`src/rtl/faust_fixed_pkg.sv`:
```
// rtl/faust_fixed_pkg.sv - shared fixed-point constants and helpers for the soft-clip datapath
package faust_fixed_pkg;

    localparam int FRAC_BITS_DEFAULT = 23;

    function automatic int prod_width(input int w);
        return 2 * w;
    endfunction

    // Half an output LSB, added before the arithmetic shift (round half up).
    function automatic logic signed [127:0] round_const(input int f);
        return 128'sd1 <<< (f - 1);
    endfunction

    function automatic logic signed [127:0] sat_max(input int w);
        return (128'sd1 <<< (w - 1)) - 128'sd1;
    endfunction

    function automatic logic signed [127:0] sat_min(input int w);
        return -(128'sd1 <<< (w - 1));
    endfunction

endpackage

```
`src/rtl/handshake_pipe_ctrl.sv`:
```
// rtl/handshake_pipe_ctrl.sv - valid shift register, stall-all enable and two-input join
module handshake_pipe_ctrl #(
    parameter int LATENCY = 3
) (
    input  logic clk,
    input  logic rst,
    input  logic lhs_valid,
    input  logic rhs_valid,
    input  logic outs_ready,
    output logic lhs_ready,
    output logic rhs_ready,
    output logic ce,
    output logic outs_valid
);

    logic [LATENCY-1:0] r_vld;
    logic               w_fire;

    assign ce         = ~r_vld[LATENCY-1] | outs_ready;
    assign w_fire     = lhs_valid & rhs_valid & ce;
    // Each ready looks only at the partner's valid, so no loop through its own valid.
    assign lhs_ready  = rhs_valid & ce;
    assign rhs_ready  = lhs_valid & ce;
    assign outs_valid = r_vld[LATENCY-1];

    always_ff @(posedge clk or negedge rst) begin
        if (!rst) begin
            r_vld <= '0;
        end else if (ce) begin
            r_vld[0] <= w_fire;
            for (int i = 1; i < LATENCY; i++) begin
                r_vld[i] <= r_vld[i-1];
            end
        end
    end

endmodule

```
`src/rtl/handshake_mul_fixed.sv`:
```
// rtl/handshake_mul_fixed.sv - pipelined signed Q-format multiplier with join handshake
// Define MUL_SAT_EN to clamp out-of-range results instead of wrapping.
module handshake_mul_fixed
    import faust_fixed_pkg::*;
#(
    parameter int DATA_WIDTH = 24,
    parameter int FRAC_BITS  = FRAC_BITS_DEFAULT,
    parameter int LATENCY    = 3
) (
    input  logic                  clk,
    input  logic                  rst,
    input  logic [DATA_WIDTH-1:0] lhs,
    input  logic                  lhs_valid,
    output logic                  lhs_ready,
    input  logic [DATA_WIDTH-1:0] rhs,
    input  logic                  rhs_valid,
    output logic                  rhs_ready,
    output logic [DATA_WIDTH-1:0] outs,
    output logic                  outs_valid,
    input  logic                  outs_ready
);

    localparam int W  = DATA_WIDTH;
    localparam int PW = prod_width(DATA_WIDTH);
    localparam logic signed [PW-1:0] C_ROUND   = PW'(round_const(FRAC_BITS));
    localparam logic signed [PW-1:0] C_SAT_MAX = PW'(sat_max(DATA_WIDTH));
    localparam logic signed [PW-1:0] C_SAT_MIN = PW'(sat_min(DATA_WIDTH));

    logic         w_ce;
    logic [W-1:0] r_q;

    function automatic logic [W-1:0] f_round_narrow(input logic signed [PW-1:0] p);
        logic signed [PW-1:0] r;
        logic signed [PW-1:0] q;
        r = p + C_ROUND;
        q = r >>> FRAC_BITS;
`ifdef MUL_SAT_EN
        if (q > C_SAT_MAX) begin
            q = C_SAT_MAX;
        end else if (q < C_SAT_MIN) begin
            q = C_SAT_MIN;
        end
`endif
        return W'(q);
    endfunction

    handshake_pipe_ctrl #(.LATENCY(LATENCY)) u_ctrl (
        .clk        (clk),
        .rst        (rst),
        .lhs_valid  (lhs_valid),
        .rhs_valid  (rhs_valid),
        .outs_ready (outs_ready),
        .lhs_ready  (lhs_ready),
        .rhs_ready  (rhs_ready),
        .ce         (w_ce),
        .outs_valid (outs_valid)
    );

    generate
        if (LATENCY == 1) begin : gen_l1
            logic signed [PW-1:0] w_prod;
            assign w_prod = PW'($signed(lhs)) * PW'($signed(rhs));

            always_ff @(posedge clk or negedge rst) begin
                if (!rst) begin
                    r_q <= '0;
                end else if (w_ce) begin
                    r_q <= f_round_narrow(w_prod);
                end
            end
        end else if (LATENCY == 2) begin : gen_l2
            logic [W-1:0]         r_a;
            logic [W-1:0]         r_b;
            logic signed [PW-1:0] w_prod;
            assign w_prod = PW'($signed(r_a)) * PW'($signed(r_b));

            always_ff @(posedge clk or negedge rst) begin
                if (!rst) begin
                    r_a <= '0;
                    r_b <= '0;
                    r_q <= '0;
                end else if (w_ce) begin
                    r_a <= lhs;
                    r_b <= rhs;
                    r_q <= f_round_narrow(w_prod);
                end
            end
        end else begin : gen_ln
            logic [W-1:0]         r_a;
            logic [W-1:0]         r_b;
            logic signed [PW-1:0] w_prod;
            // r_p[0] is the registered product; later entries only add delay.
            logic signed [PW-1:0] r_p [LATENCY-2];
            assign w_prod = PW'($signed(r_a)) * PW'($signed(r_b));

            always_ff @(posedge clk or negedge rst) begin
                if (!rst) begin
                    r_a <= '0;
                    r_b <= '0;
                    r_q <= '0;
                    for (int i = 0; i < LATENCY - 2; i++) begin
                        r_p[i] <= '0;
                    end
                end else if (w_ce) begin
                    r_a    <= lhs;
                    r_b    <= rhs;
                    r_p[0] <= w_prod;
                    for (int i = 1; i < LATENCY - 2; i++) begin
                        r_p[i] <= r_p[i-1];
                    end
                    r_q <= f_round_narrow(r_p[LATENCY-3]);
                end
            end
        end
    endgenerate

    assign outs = r_q;

endmodule

```
`config.mk`:
```
export PLATFORM = sky130hd
export DESIGN_NAME = handshake_mul_fixed
export DESIGN_NICKNAME = d
export VERILOG_FILES = /design/src/rtl/faust_fixed_pkg.sv /design/src/rtl/handshake_pipe_ctrl.sv /design/src/rtl/handshake_mul_fixed.sv
export SDC_FILE = /design/constraint.sdc
export NUM_CORES = 2
export LEC_CHECK = 0
export BUFFER_PORTS_ARGS = -buffer_cell sky130_fd_sc_hd__buf_4
export CAP_MARGIN = 25
export CELL_PAD_IN_SITES_DETAIL_PLACEMENT = 0
export CELL_PAD_IN_SITES_GLOBAL_PLACEMENT = 1
export CORE_UTILIZATION = 30
export DETAILED_ROUTE_END_ITERATION = 10
export GPL_ROUTABILITY_DRIVEN = 1
export PLACE_DENSITY_LB_ADDON = 0.1
export SYNTH_ARGS = -nofsm -noshare
export SYNTH_HDL_FRONTEND = slang
export SYNTH_SLANG_ARGS = --single-unit
```
`constraint.sdc`:
```
create_clock -name clk -period 6.1 [get_ports clk]
set_input_delay 1.22 -clock clk [delete_from_list [all_inputs] [get_ports clk]]
set_output_delay 1.22 -clock clk [all_outputs]
set_load 0.005 [all_outputs]
```
* Word-level counts from Yosys, hierarchy flattened
Index checks and enable logic that the tools add are counted.
** Operators by class
- $add $sub $neg :: 1
- Multiply operators :: 1
- Bitwise gates (word level) :: 6
** Operators with widths (number)
- adder 47 x 24 -> 47 bit, second input constant :: 1
- multiplier 24 x 24 -> 47 bit :: 1
- AND 1 bit :: 4
- inverter 1 bit :: 1
- bitwise OR 1 bit :: 1
** Word-level totals
- Register bits :: 122
- Input port bits :: 53
- Output and inout port bits :: 27
- Logic and storage cells :: 13

* Depth between registers and ports, before layout
- Depth in word-level cells :: 3
- Gate-level depth with buffers :: 25
- Depth with buffers taken out :: 24

* By module
From an unflattened synthesis, not the netlist that was laid out.
** Second synthesis, totals
- Cell total of the unflattened synthesis :: 2615
- Area, all modules :: 24918.9 um^2
** Modules (own cells, without submodules)
- handshake_mul_fixed :: instances 1, cells each 2603, area an instance 24767.5 um^2, sequential area each 2427.3 um^2
- handshake_pipe_ctrl :: instances 1, cells each 12, area an instance 151.4 um^2, sequential area each 75.1 um^2

* Worst setup path after synthesis
OpenSTA, ideal clock, no wires.
- Path type :: register -> register
- Start point :: register gen_ln.r_a[23]
- End point :: register gen_ln.r_p[42] (netlist bit)
- Library setup time :: 86 ps
- Arrival time :: 6596 ps
- Required time :: 6014 ps
- Path slack :: -582 ps
- Stages on the path, launching flop included :: 24
- Path buffers :: 1
- Clock period less this slack :: 6682 ps
- Path through :: dfrtp_1 clkbuf_1 nand2_1 inv_1 fa_1 fa_1 inv_1 fa_1 inv_1 fa_1 fa_1 fa_1 inv_1 fa_1 inv_1 ha_1 a21o_1 a21o_1 a21oi_1 o21ai_1 or3_1 o211a_1 o211a_1 nor3_1
** On the way
- Word-level cells in the longest chain between the ends :: 1
** RTL lines
- from (decl) :: line handshake_mul_fixed.sv:89 : logic [W-1:0] r_a;
- from (signal assigned) :: line handshake_mul_fixed.sv:105 : r_a <= lhs;
- multiplier 24 x 24 -> 47 bit :: line handshake_mul_fixed.sv:94 : assign w_prod = PW'($signed(r_a)) * PW'($signed(r_b));
- to (signal, indexed assignment) :: line handshake_mul_fixed.sv:109 : r_p[i] <= r_p[i-1];
- to (decl) :: line handshake_mul_fixed.sv:93 : logic signed [PW-1:0] r_p [LATENCY-2];
Every way passes these cells.
A chain may end at the register's enable or synchronous reset.

* Worst setup path after layout
- Start point :: register gen_ln.r_b[7]
- End point :: register gen_ln.r_p[41] (netlist bit)
** On the way
- Word-level cells in the longest chain between the ends :: 1
** RTL lines
- from (decl) :: line handshake_mul_fixed.sv:90 : logic [W-1:0] r_b;
- from (signal assigned) :: line handshake_mul_fixed.sv:106 : r_b <= rhs;
- multiplier 24 x 24 -> 47 bit :: line handshake_mul_fixed.sv:94
Every way passes these cells.

==> qor.yml <==
grt_pass1_wl_microns: 119000
yosys_warnings: 0
maxSlewViolCount: 0
hold_class: "reg2reg"
post-route-period-util_pct: 108
drt-initial-drc-count: 656
cts_buffer_depth: 2
syn_nets: 3437
htree_levels: 3
ys.flop_type: "dfrtp_1"
crit_fanout: 7
grt_overflow: 0
fp.dieArea_sq_mm: 0.0832
clk_pin_slew_ns: 0.10
hpwl_microns: 62900
use_met1_pct: 23.3
status: "complete, but fails checks"
rows: 104
gp_congestion: 0.826
yosysTopAreaCellShare_pct: 48.6
synth_area_sq_mm: 0.0246
place_ws_ns: -0.897
drc_errors: 0
async_flop_share_pct: 100
antenna_found_initial: 1
synth_cells: 2657
grt_max_degree: 86
die_h_microns: 288
timing.rr.start: "gen_ln.r_b[7]$_DFFE_PN0N_"
io_pins: 80
start_kind: "flop"
ant_nets: 0
period_needed_ns: 6.60
worst_slew_pin_slew_ns: 0.905
grt.busiest_layer: "met2"
core_area_sq_mm: 0.0808
synthTopCellsByArea: "fa_1, dfrtp_1, inv_1"
critical_path_class: "reg2reg"
failed_checks: "negative setup slack"
r2r_cells: 24
cts_tree: "yes"
cp-endpoint: "gen_ln.r_p[41]$_DFFE_PN0N_"
max_cap_viol_count: 0
clockRootBuffer: "clkbuf_16"
vias: 17800
clkLatencyLatePin_ns: 0.41
diodes: 0
worstPathRequired_ns: 6.40
hold_viol: 0
rsz0062_at_grt: "yes"
seq_area_frac_synth_pct: 10.2
fmax_ghz: 0.152
synth_edf_count: 0
synth_top_cell_by_area: "fa_1"
arrival_ns: 6.90
relSlewSlack_pct: 39.6
portBuffers: 79
avgSynthCellArea_sq_um: 9.26
start_util_pct: 30.5
synth_seq_cells: 100
area_delta_synth_final_pct: 22.0
drive_gt1_share_pct: 20.0
dr.pass1.iters: 5
wl_microns: 74000
r2r_end: "gen_ln.r_p[41]$_DFFE_PN0N_"
wl_per_cell_microns: 18.6
critPathCaptureType: "flop"
critPathLaunch: "gen_ln.r_b[7]$_DFFE_PN0N_"
cts_buffers: 9
die_w_microns: 288
fin_worst_skew_ns: 0.0275
fin_ws_ns: -0.497
setup_viol: 25
grt_usage_pct: 19.0
first_global_vias: 20500
numClockSinks: 100
synthDistinctLibCells: 63
drt-vias-per-instance: 4.48
nets: 3692
grt_use_met2_pct: 36.0
grt_use_met3_pct: 1.21
r2r_setup_slack_ns: -0.50
fin_util_pct: 37.2
==> cell usage in the layout (no fill, tap or decap), types with 4 or more instances in the layout <==
master and instances:
inv_1 594, fa_1 567, nand2_1 492, buf_4 302, and2_1 249, ha_1 109, dfrtp_1 80, buf_12 40
fa_2 31, buf_6 28, xnor2_1 27, a21oi_1 25, nor2_1 25, o21ai_0 23, inv_2 20, a21o_1 20
ha_4 19, dfrtp_2 19, and2_4 17, nor2b_1 17, xor2_1 17, nand3_1 15, nand4_1 13, a21oi_2 11
o21ai_1 9, xnor2_2 9, clkbuf_16 9, o21ai_2 8, nand2b_1 7, a211oi_2 6, and3_1 6, nand2_2 5
nor3_4 4, nor3_1 4
==> cell usage after synthesis (all sizes together), types with 3 or more instances <==
library cell and count:
a211oi 8, o21a 3, o21bai 4, a21o 20
a21oi 38, o211a 4, xor2 18, nand2b 9
nand3 17, inv 615, nand2 498, clkbuf 122
nor2b 18, dfrtp 100, a31oi 3, nor3b 3
o21ai 42, ha 129, and3 10, buf 5
or3 4, and2 267, fa 598, xnor2 38
nand4 13, o31ai 7, nor2 27, nor3 9
==> kinds of logic (layout without fill, tap and decap cells) <==
logic type | Yosys count | after routing | synth area share, %
DFF | 100 | 100 | 10.2
xor gates and xnor gates | 56 | 56 | 1.99
adders and majority gates | 727 | 727 | 55.2
AOI/OAI and AO/OA | 145 | 145 | 4.02
buffers and inverters | 742 | 1002 | 11.3
muxes | 1 | 1 | 0.0457
and+or+nand+nor | 886 | 886 | 17.3
==> through the flow <==
| step | hold slack (ns) | instances | area, sq um | TNS [ns] |
|---|---|---|---|---|
| after global placement | 0.444 | 3923 | 28600 | -16.36 |
| final | 0.472 | 3977 | 30000 | -7.90 |
| after CTS | 0.478 | 3968 | 29800 | -8.50 |
| after floorplan | 0.430 | 2657 | 25000 | -0.584 |
| after detailed placement | 0.456 | 3923 | 28600 | -17.65 |
| after global routing | 0.505 | 3977 | 30000 | -13.90 |
==> area by class of cell <==
| type | count | area, sq um |
|---|---|---|
| fillers | 8282 | 50800 |
| well taps | 1060 | 1330 |
| flip-flops and latches | 100 | 2530 |
| repair buffers | 371 | 3390 |
| inverters | 615 | 2310 |
| multi-input cells | 1815 | 20200 |
| clock buffers | 9 | 225 |
| clock inverters | 7 | 81.3 |
==> per-layer routing <==
| metal | part of all wire [%] | vias to the layer above |
|---|---|---|
| li1 | - | 8186 |
| met1 | 40 | 9416 |
| met2 | 56 | 158 |
| met3 | 1.8 | 57 |
| met4 | 2.1 | 0 |
| met5 | 0 | - |
==> worst min path at each step <==
stage	to	startpoint	cells past startpoint	slack [ns]
2_1_floorplan	u_ctrl.r_vld[1]$_DFFE_PN0N_	u_ctrl.r_vld[1]$_DFFE_PN0N_	2	0.43
3_3_place_gp	u_ctrl.r_vld[1]$_DFFE_PN0N_	u_ctrl.r_vld[1]$_DFFE_PN0N_	2	0.44
3_5_place_dp	u_ctrl.r_vld[1]$_DFFE_PN0N_	u_ctrl.r_vld[1]$_DFFE_PN0N_	2	0.46
4_1_cts	u_ctrl.r_vld[1]$_DFFE_PN0N_	u_ctrl.r_vld[1]$_DFFE_PN0N_	2	0.48
5_1_grt	u_ctrl.r_vld[2]$_DFFE_PN0N_	u_ctrl.r_vld[1]$_DFFE_PN0N_	1	0.50
6_report	u_ctrl.r_vld[1]$_DFFE_PN0N_	u_ctrl.r_vld[1]$_DFFE_PN0N_	2	0.47
==> critical path, cell delays in order (launching register included) <==
cell,delay (ns)
dfrtp_4,0.56
and2_4,0.19
fa_1,0.46
fa_1,0.54
inv_2,0.05
fa_1,0.52
inv_1,0.05
fa_1,0.49
inv_1,0.05
fa_1,0.55
inv_2,0.04
fa_1,0.48
inv_1,0.05
fa_1,0.54
inv_2,0.06
ha_4,0.23
a21oi_2,0.12
o211ai_1,0.15
a221oi_4,0.38
and2_4,0.21
a21oi_4,0.06
buf_12,0.16
o21ai_4,0.21
xnor2_2,0.09
mux2_4,0.25
==> registers in the layout, summed over array words and instances (netlist names) <==
name / count
gen_ln.r_p: 25
gen_ln.r_a: 24
u_ctrl.r_vld: 3
gen_ln.r_b: 24
outs: 24
==> what timing repair did <==
action | in CTS | in global routing
setup endpoints to repair | 25 | 25
gates resized for setup | 152 | 46
hold buffers | 0 | 0
pin swaps | 85 | 34
cloned | 1 | 0
buffers inserted | 31 | 11
Power is not shown: default switching activity piles up to over one toggle a cycle in this logic, so the estimate is an artifact.
